## config.mk

```make
export PLATFORM = sky130hd
export DESIGN_NAME = flash_cmd_rx
export DESIGN_NICKNAME = d
export VERILOG_FILES = /design/src/rtl/flash_cmd_rx.sv
export SDC_FILE = /design/constraint.sdc
export NUM_CORES = 1
export LEC_CHECK = 0
export ABC_AREA = 1
export CORE_ASPECT_RATIO = 1.1
export CORE_MARGIN = 10
export CORE_UTILIZATION = 55
export CTS_CLUSTER_DIAMETER = 30
export CTS_CLUSTER_SIZE = 16
export DETAILED_ROUTE_END_ITERATION = 7
export PLACE_DENSITY_LB_ADDON = 0.12
export SETUP_SLACK_MARGIN = 0.1
export SYNTH_ARGS = -nofsm -noshare
export SYNTH_HDL_FRONTEND = slang
export SYNTH_SLANG_ARGS = --single-unit
```

## constraint.sdc

```tcl
create_clock -name clock -period 2.2 [get_ports clock]
set_input_delay 0.44 -clock clock [delete_from_list [all_inputs] [get_ports clock]]
set_output_delay 0.44 -clock clock [all_outputs]
set_load 0.1 [all_outputs]
```

## src/rtl/flash_cmd_rx.sv

```systemverilog
`default_nettype none
// ---------------------------------------------------------------------------
// Module : flash_cmd_rx
// Parses flash program/erase command packets and feeds the ASMI writer Rx FIFO.
// Rev    : 1.0
// ---------------------------------------------------------------------------
module flash_cmd_rx #(
  parameter int FIFO_DEPTH = 1024,
  parameter int PAGE_BYTES = 256
) (
  input  logic        clock,
  input  logic        rst_n,
  input  logic [7:0]  rx_data,
  input  logic        rx_valid,
  input  logic        rx_last,
  input  logic [9:0]  fifo_wrusedw,
  output logic        fifo_wrreq,
  output logic [7:0]  fifo_data,
  output logic        erase,
  input  logic        erase_ACK,
  output logic [13:0] num_blocks,
  output logic        pkt_error,
  output logic [7:0]  drop_count
);

  localparam logic [2:0] S_IDLE  = 3'd0;
  localparam logic [2:0] S_HDR   = 3'd1;
  localparam logic [2:0] S_CNT   = 3'd2;
  localparam logic [2:0] S_DATA  = 3'd3;
  localparam logic [2:0] S_PAD   = 3'd4;
  localparam logic [2:0] S_SKIP  = 3'd5;
  localparam logic [2:0] S_ERASE = 3'd6;

  localparam logic [10:0] SPACE_LIMIT = 11'(FIFO_DEPTH - PAGE_BYTES);
  localparam logic [8:0]  LAST_IDX    = 9'(PAGE_BYTES - 1);

  logic [2:0]  state_q, state_d;
  logic [1:0]  idx_q, idx_d;
  logic [23:0] cnt_q, cnt_d;
  logic [8:0]  bcnt_q, bcnt_d;
  logic        wrreq_q, wrreq_d;
  logic [7:0]  data_q, data_d;
  logic        erase_q, erase_d;
  logic [13:0] nblk_q, nblk_d;
  logic        err_q, err_d;
  logic [7:0]  drop_q, drop_d;
  logic        last_q, last_d;

  logic [31:0] w_count;
  logic        w_last_seen;

  assign w_count     = {cnt_q, rx_data};
  assign w_last_seen = last_q | (rx_valid & rx_last);

  always_comb begin
    state_d = state_q;
    idx_d   = idx_q;
    cnt_d   = cnt_q;
    bcnt_d  = bcnt_q;
    wrreq_d = 1'b0;
    data_d  = data_q;
    erase_d = erase_q;
    nblk_d  = nblk_q;
    err_d   = 1'b0;
    drop_d  = drop_q;
    last_d  = last_q;

    case (state_q)
      S_IDLE: begin
        if (rx_valid) begin
          if (rx_data == 8'hEF && !rx_last) begin
            state_d = S_HDR;
            idx_d   = 2'd1;
          end else if (!rx_last) begin
            state_d = S_SKIP;
          end
        end
      end

      S_HDR: begin
        if (rx_valid) begin
          if (rx_last) begin
            err_d   = 1'b1;
            state_d = S_IDLE;
          end else begin
            case (idx_q)
              2'd1: begin
                if (rx_data != 8'hFE) begin
                  err_d   = 1'b1;
                  state_d = S_SKIP;
                end else begin
                  idx_d = 2'd2;
                end
              end
              2'd2: begin
                if (rx_data != 8'h03) begin
                  err_d   = 1'b1;
                  state_d = S_SKIP;
                end else begin
                  idx_d = 2'd3;
                end
              end
              default: begin
                if (rx_data == 8'h01) begin
                  state_d = S_CNT;
                  idx_d   = 2'd0;
                end else if (rx_data == 8'h02) begin
                  state_d = S_ERASE;
                  erase_d = 1'b1;
                  last_d  = 1'b0;
                end else begin
                  err_d   = 1'b1;
                  state_d = S_SKIP;
                end
              end
            endcase
          end
        end
      end

      S_CNT: begin
        if (rx_valid) begin
          if (rx_last) begin
            err_d   = 1'b1;
            state_d = S_IDLE;
          end else if (idx_q != 2'd3) begin
            cnt_d = {cnt_q[15:0], rx_data};
            idx_d = idx_q + 2'd1;
          end else if (w_count[31:14] != 18'd0 || w_count == 32'd0) begin
            err_d   = 1'b1;
            state_d = S_SKIP;
          end else begin
            // The image size is latched even when the page itself is dropped.
            nblk_d = w_count[13:0];
            if ({1'b0, fifo_wrusedw} <= SPACE_LIMIT) begin
              state_d = S_DATA;
              bcnt_d  = 9'd0;
            end else begin
              state_d = S_SKIP;
              if (drop_q != 8'hFF) drop_d = drop_q + 8'd1;
            end
          end
        end
      end

      S_DATA: begin
        if (rx_valid) begin
          wrreq_d = 1'b1;
          data_d  = rx_data;
          bcnt_d  = bcnt_q + 9'd1;
          if (bcnt_q == LAST_IDX) begin
            state_d = rx_last ? S_IDLE : S_SKIP;
          end else if (rx_last) begin
            state_d = S_PAD;
            err_d   = 1'b1;
          end
        end
      end

      S_PAD: begin
        // Fill the rest of the page so the FIFO stays page-aligned.
        wrreq_d = 1'b1;
        data_d  = 8'hFF;
        bcnt_d  = bcnt_q + 9'd1;
        if (bcnt_q == LAST_IDX) state_d = S_IDLE;
      end

      S_SKIP: begin
        if (rx_valid && rx_last) state_d = S_IDLE;
      end

      S_ERASE: begin
        last_d = w_last_seen;
        if (erase_ACK) begin
          erase_d = 1'b0;
          state_d = w_last_seen ? S_IDLE : S_SKIP;
        end
      end

      default: state_d = S_IDLE;
    endcase
  end

  always_ff @(posedge clock or negedge rst_n) begin
    if (!rst_n) begin
      state_q <= S_IDLE;
      idx_q   <= 2'd0;
      cnt_q   <= 24'd0;
      bcnt_q  <= 9'd0;
      wrreq_q <= 1'b0;
      data_q  <= 8'h00;
      erase_q <= 1'b0;
      nblk_q  <= 14'd0;
      err_q   <= 1'b0;
      drop_q  <= 8'd0;
      last_q  <= 1'b0;
    end else begin
      state_q <= state_d;
      idx_q   <= idx_d;
      cnt_q   <= cnt_d;
      bcnt_q  <= bcnt_d;
      wrreq_q <= wrreq_d;
      data_q  <= data_d;
      erase_q <= erase_d;
      nblk_q  <= nblk_d;
      err_q   <= err_d;
      drop_q  <= drop_d;
      last_q  <= last_d;
    end
  end

  assign fifo_wrreq = wrreq_q;
  assign fifo_data  = data_q;
  assign erase      = erase_q;
  assign num_blocks = nblk_q;
  assign pkt_error  = err_q;
  assign drop_count = drop_q;

endmodule
`default_nettype wire
```

==> results_dict.tcl <==
set metrics [dict create \
    ys_ff_latch 72 \
    firstDrtPassIters 4 \
    htreeDepth 3 \
    p_seq_frac 0.346 \
    clock_path_buffers 2 \
    worstPathArrival_ns 2.16 \
    utilization 0.700 \
    dominantRegCellSynth "dfrtp_1" \
    critPathMaxFanout 3 \
    setup_ws_ns 0.283 \
    syn-cell-area_mm2 0.00401 \
    grt-ovfl-total 0 \
    synth-edff-count 0 \
    max_cap_viol_count 0 \
    combPwrFrac 0.369 \
    post-place-ws_ns 0.0344 \
    wire_per_inst_um 14.1 \
    drc_errors 0 \
    fin_skew_ns 0.00903 \
    port_buffers 55 \
    dp_cells 652 \
    diodes 0 \
    routed_wl_mm 9.48 \
    p_int_mw 2.68 \
    ys_seq_area_frac 0.449 \
    globalplace.congestion 0.954 \
    grt_pass1_vias 3350 \
    viasPerCell 5.19 \
    grt_pass1_wl_mm 16.1 \
    numCtsBuffers 9 \
    dp_hpwl_mm 7.31 \
    synthArstFlopShare 1.00 \
    cts_tree "done" \
    worst_setup_path_start_kind "flop" \
    syn_nets 540 \
    layout-drive-gt1-share 0.201 \
    drv_slew 0 \
    finalSetupViolCount 0 \
    finalHoldViolations 0 \
    power.switching_mw 1.92 \
    final_common_cell "nand2_1" \
    area_growth_pct 22.9 \
    hold_class "in -> async" \
    fp.dieH_um 110 \
    crit_type "reg -> reg" \
    maxSlewHeadroom 0.721 \
    ys_types 38 \
    dieArea_mm2 0.0111 \
    vias 3485 \
    root_buffer "clkbuf_8" \
    synth_area_per_cell_um2 7.85 \
    fp-row-count 32 \
    initial_core_util 0.569 \
    status "finished, final reports clean" \
    ant_nets 0 \
    worstMarginPinSlew_ns 0.418 \
    timing.rr.start "bcnt_q[0]" \
    grt_max_degree 35 \
    cts.sinks 72 \
    rsz0062_at_grt "false" \
    p_clk_frac 0.285 \
    syn_inst 511 \
    finalCritPeriodShare 0.872 \
    dr.first_iter.drc_count 187 \
    swShare 0.418 \
    end_kind "flop" \
    mostFrequentLayoutCells "nand2_1 (137), nor2_1 (75), dfrtp_1 (70)" \
    period_needed_ns 1.92 \
    instances_no_fill 672 \
    ios 56 \
    critPathRequiredTime_ns 2.44 \
    fin_setup_tns_ns 0 \
    antenna_found_initial 0 \
    timing.fmax_ghz 0.522 \
    clk_latency_ns 0.35 \
    irDropWorstVdd_v 0.00105 \
    die_w_um 101 \
    grtUsageTotal 0.178 \
    core_mm2 0.00705 \
    clk_pin_slew_ns 0.08 \
    power_density_mw_per_mm2 934 \
    fin_total_pwr_mw 4.60 \
    nets 611 \
    startpoint "bcnt_q[0]" \
    yosysWarnings 0 \
    power.leakage_nw 2.52 \
]
## per-layer routing
metal  vias to the layer above  GRT usage  wire length (um)  part of all wire
li1                       1772          -                 -                 -
met5                         -          0                 0                 0
met1                      1611      0.232              4280              0.45
met2                        89      0.290              4610              0.49
met4                         0     0.0558               140             0.015
met3                        13     0.0358               451             0.048
## cell usage after synthesis, types with 3 or more instances
library cell	number	area share
nor2_2	5	0.0078
mux2_4	4	0.015
nor3b_1	4	0.0075
nand2_1	138	0.13
nand4_1	6	0.0094
nand2_2	11	0.017
buf_6	5	0.014
xor2_1	6	0.013
nor2_1	76	0.071
nor2_4	3	0.0084
clkbuf_1	3	0.0028
mux2_2	4	0.011
inv_1	52	0.049
nand3b_1	3	0.0056
inv_2	5	0.0047
o21ai_1	14	0.017
dfrtp_1	72	0.45
a21oi_1	3	0.0037
o21ai_2	4	0.0087
o21ai_0	21	0.026
a31oi_1	8	0.012
nor3_1	5	0.0062
ha_1	6	0.019
nand3_1	35	0.044
## flip-flops by register name, summed over array words and instances, names as in the netlist
| name | flops |
|---|---|
| cnt_q | 24 |
| num_blocks | 14 |
| bcnt_q | 9 |
| drop_count | 8 |
| fifo_data | 8 |
| state_q | 3 |
| idx_q | 2 |
| erase | 1 |
| fifo_wrreq | 1 |
| last_q | 1 |
| pkt_error | 1 |
## metrics by stage
| step | instance area [um^2] | hold WS (ns) |
|---|---|---|
| after floorplan | 4010 | 0.144 |
| after global placement | 4630 | 0.397 |
| after detailed placement | 4630 | 0.397 |
| after CTS | 4880 | 0.0176 |
| after global routing | 4930 | 0.0358 |
| final | 4930 | 0.0163 |
## layout make-up
| class | instances | area (um^2) |
|---|---|---|
| clock buffer | 9 | 124 |
| clock inverter | 7 | 126 |
| fill | 547 | 2120 |
| inverter | 58 | 220 |
| multi-input combinational | 369 | 1910 |
| sequential | 72 | 1800 |
| tap | 85 | 106 |
| timing repair buffer | 72 | 641 |
## power groups by stage
stage / logic [mW] / registers, mW / clock network [mW]
4_1_cts: 1.67 / 1.59 / 1.34
2_1_floorplan: 0.709 / 2.17 / 0
6_report: 1.70 / 1.59 / 1.31
3_5_place_dp: 1.67 / 1.61 / 0
5_1_grt: 1.84 / 1.61 / 1.39
3_3_place_gp: 1.65 / 1.61 / 0
## timing repair
action,CTS,global route
buffers inserted,0,4
resized for setup,0,6
endpoints found under the hold margin,0,0
setup endpoints to repair,0,3
hold buffers,0,0
## final timing paths
path | end | slack (ns) | depth (start not counted)
worst max-delay path | state_q[0] | 0.28 | 15
worst min-delay path | cnt_q[18] | 0.02 | 1
worst max register to register | state_q[0] | 0.28 | 15
worst min register to register | last_q | 0.48 | 2
max in group asynchronous | drop_count[1] | 1.66 | 2
min in group clock | last_q | 0.48 | 2
## critical path: stages, from the launching register on
cell	delay [ns]
dfrtp_1	0.40
ha_2	0.19
nand2_1	0.10
nor2_2	0.13
nand2_2	0.08
nor3_2	0.11
ha_2	0.22
inv_1	0.06
nand2_1	0.06
nand2_1	0.05
nor2_1	0.08
nand2_1	0.09
inv_1	0.06
nand2_1	0.07
nand2_1	0.07
nand2_1	0.05
## cells by family (layout without fill, tap and decap cells)
family	after synthesis	count (layout)	synth area share
multiplexers	8	8	0.0262
flip-flops	72	72	0.449
XOR/XNOR	8	8	0.0175
AO/OA/AOI/OAI	53	53	0.0745
buffers and inverters	70	146	0.0799
adder cells (fa/ha/maj)	6	6	0.0187
AND/OR/NAND/NOR	294	294	0.334
Note: power is estimated with default switching activity, not from simulation.
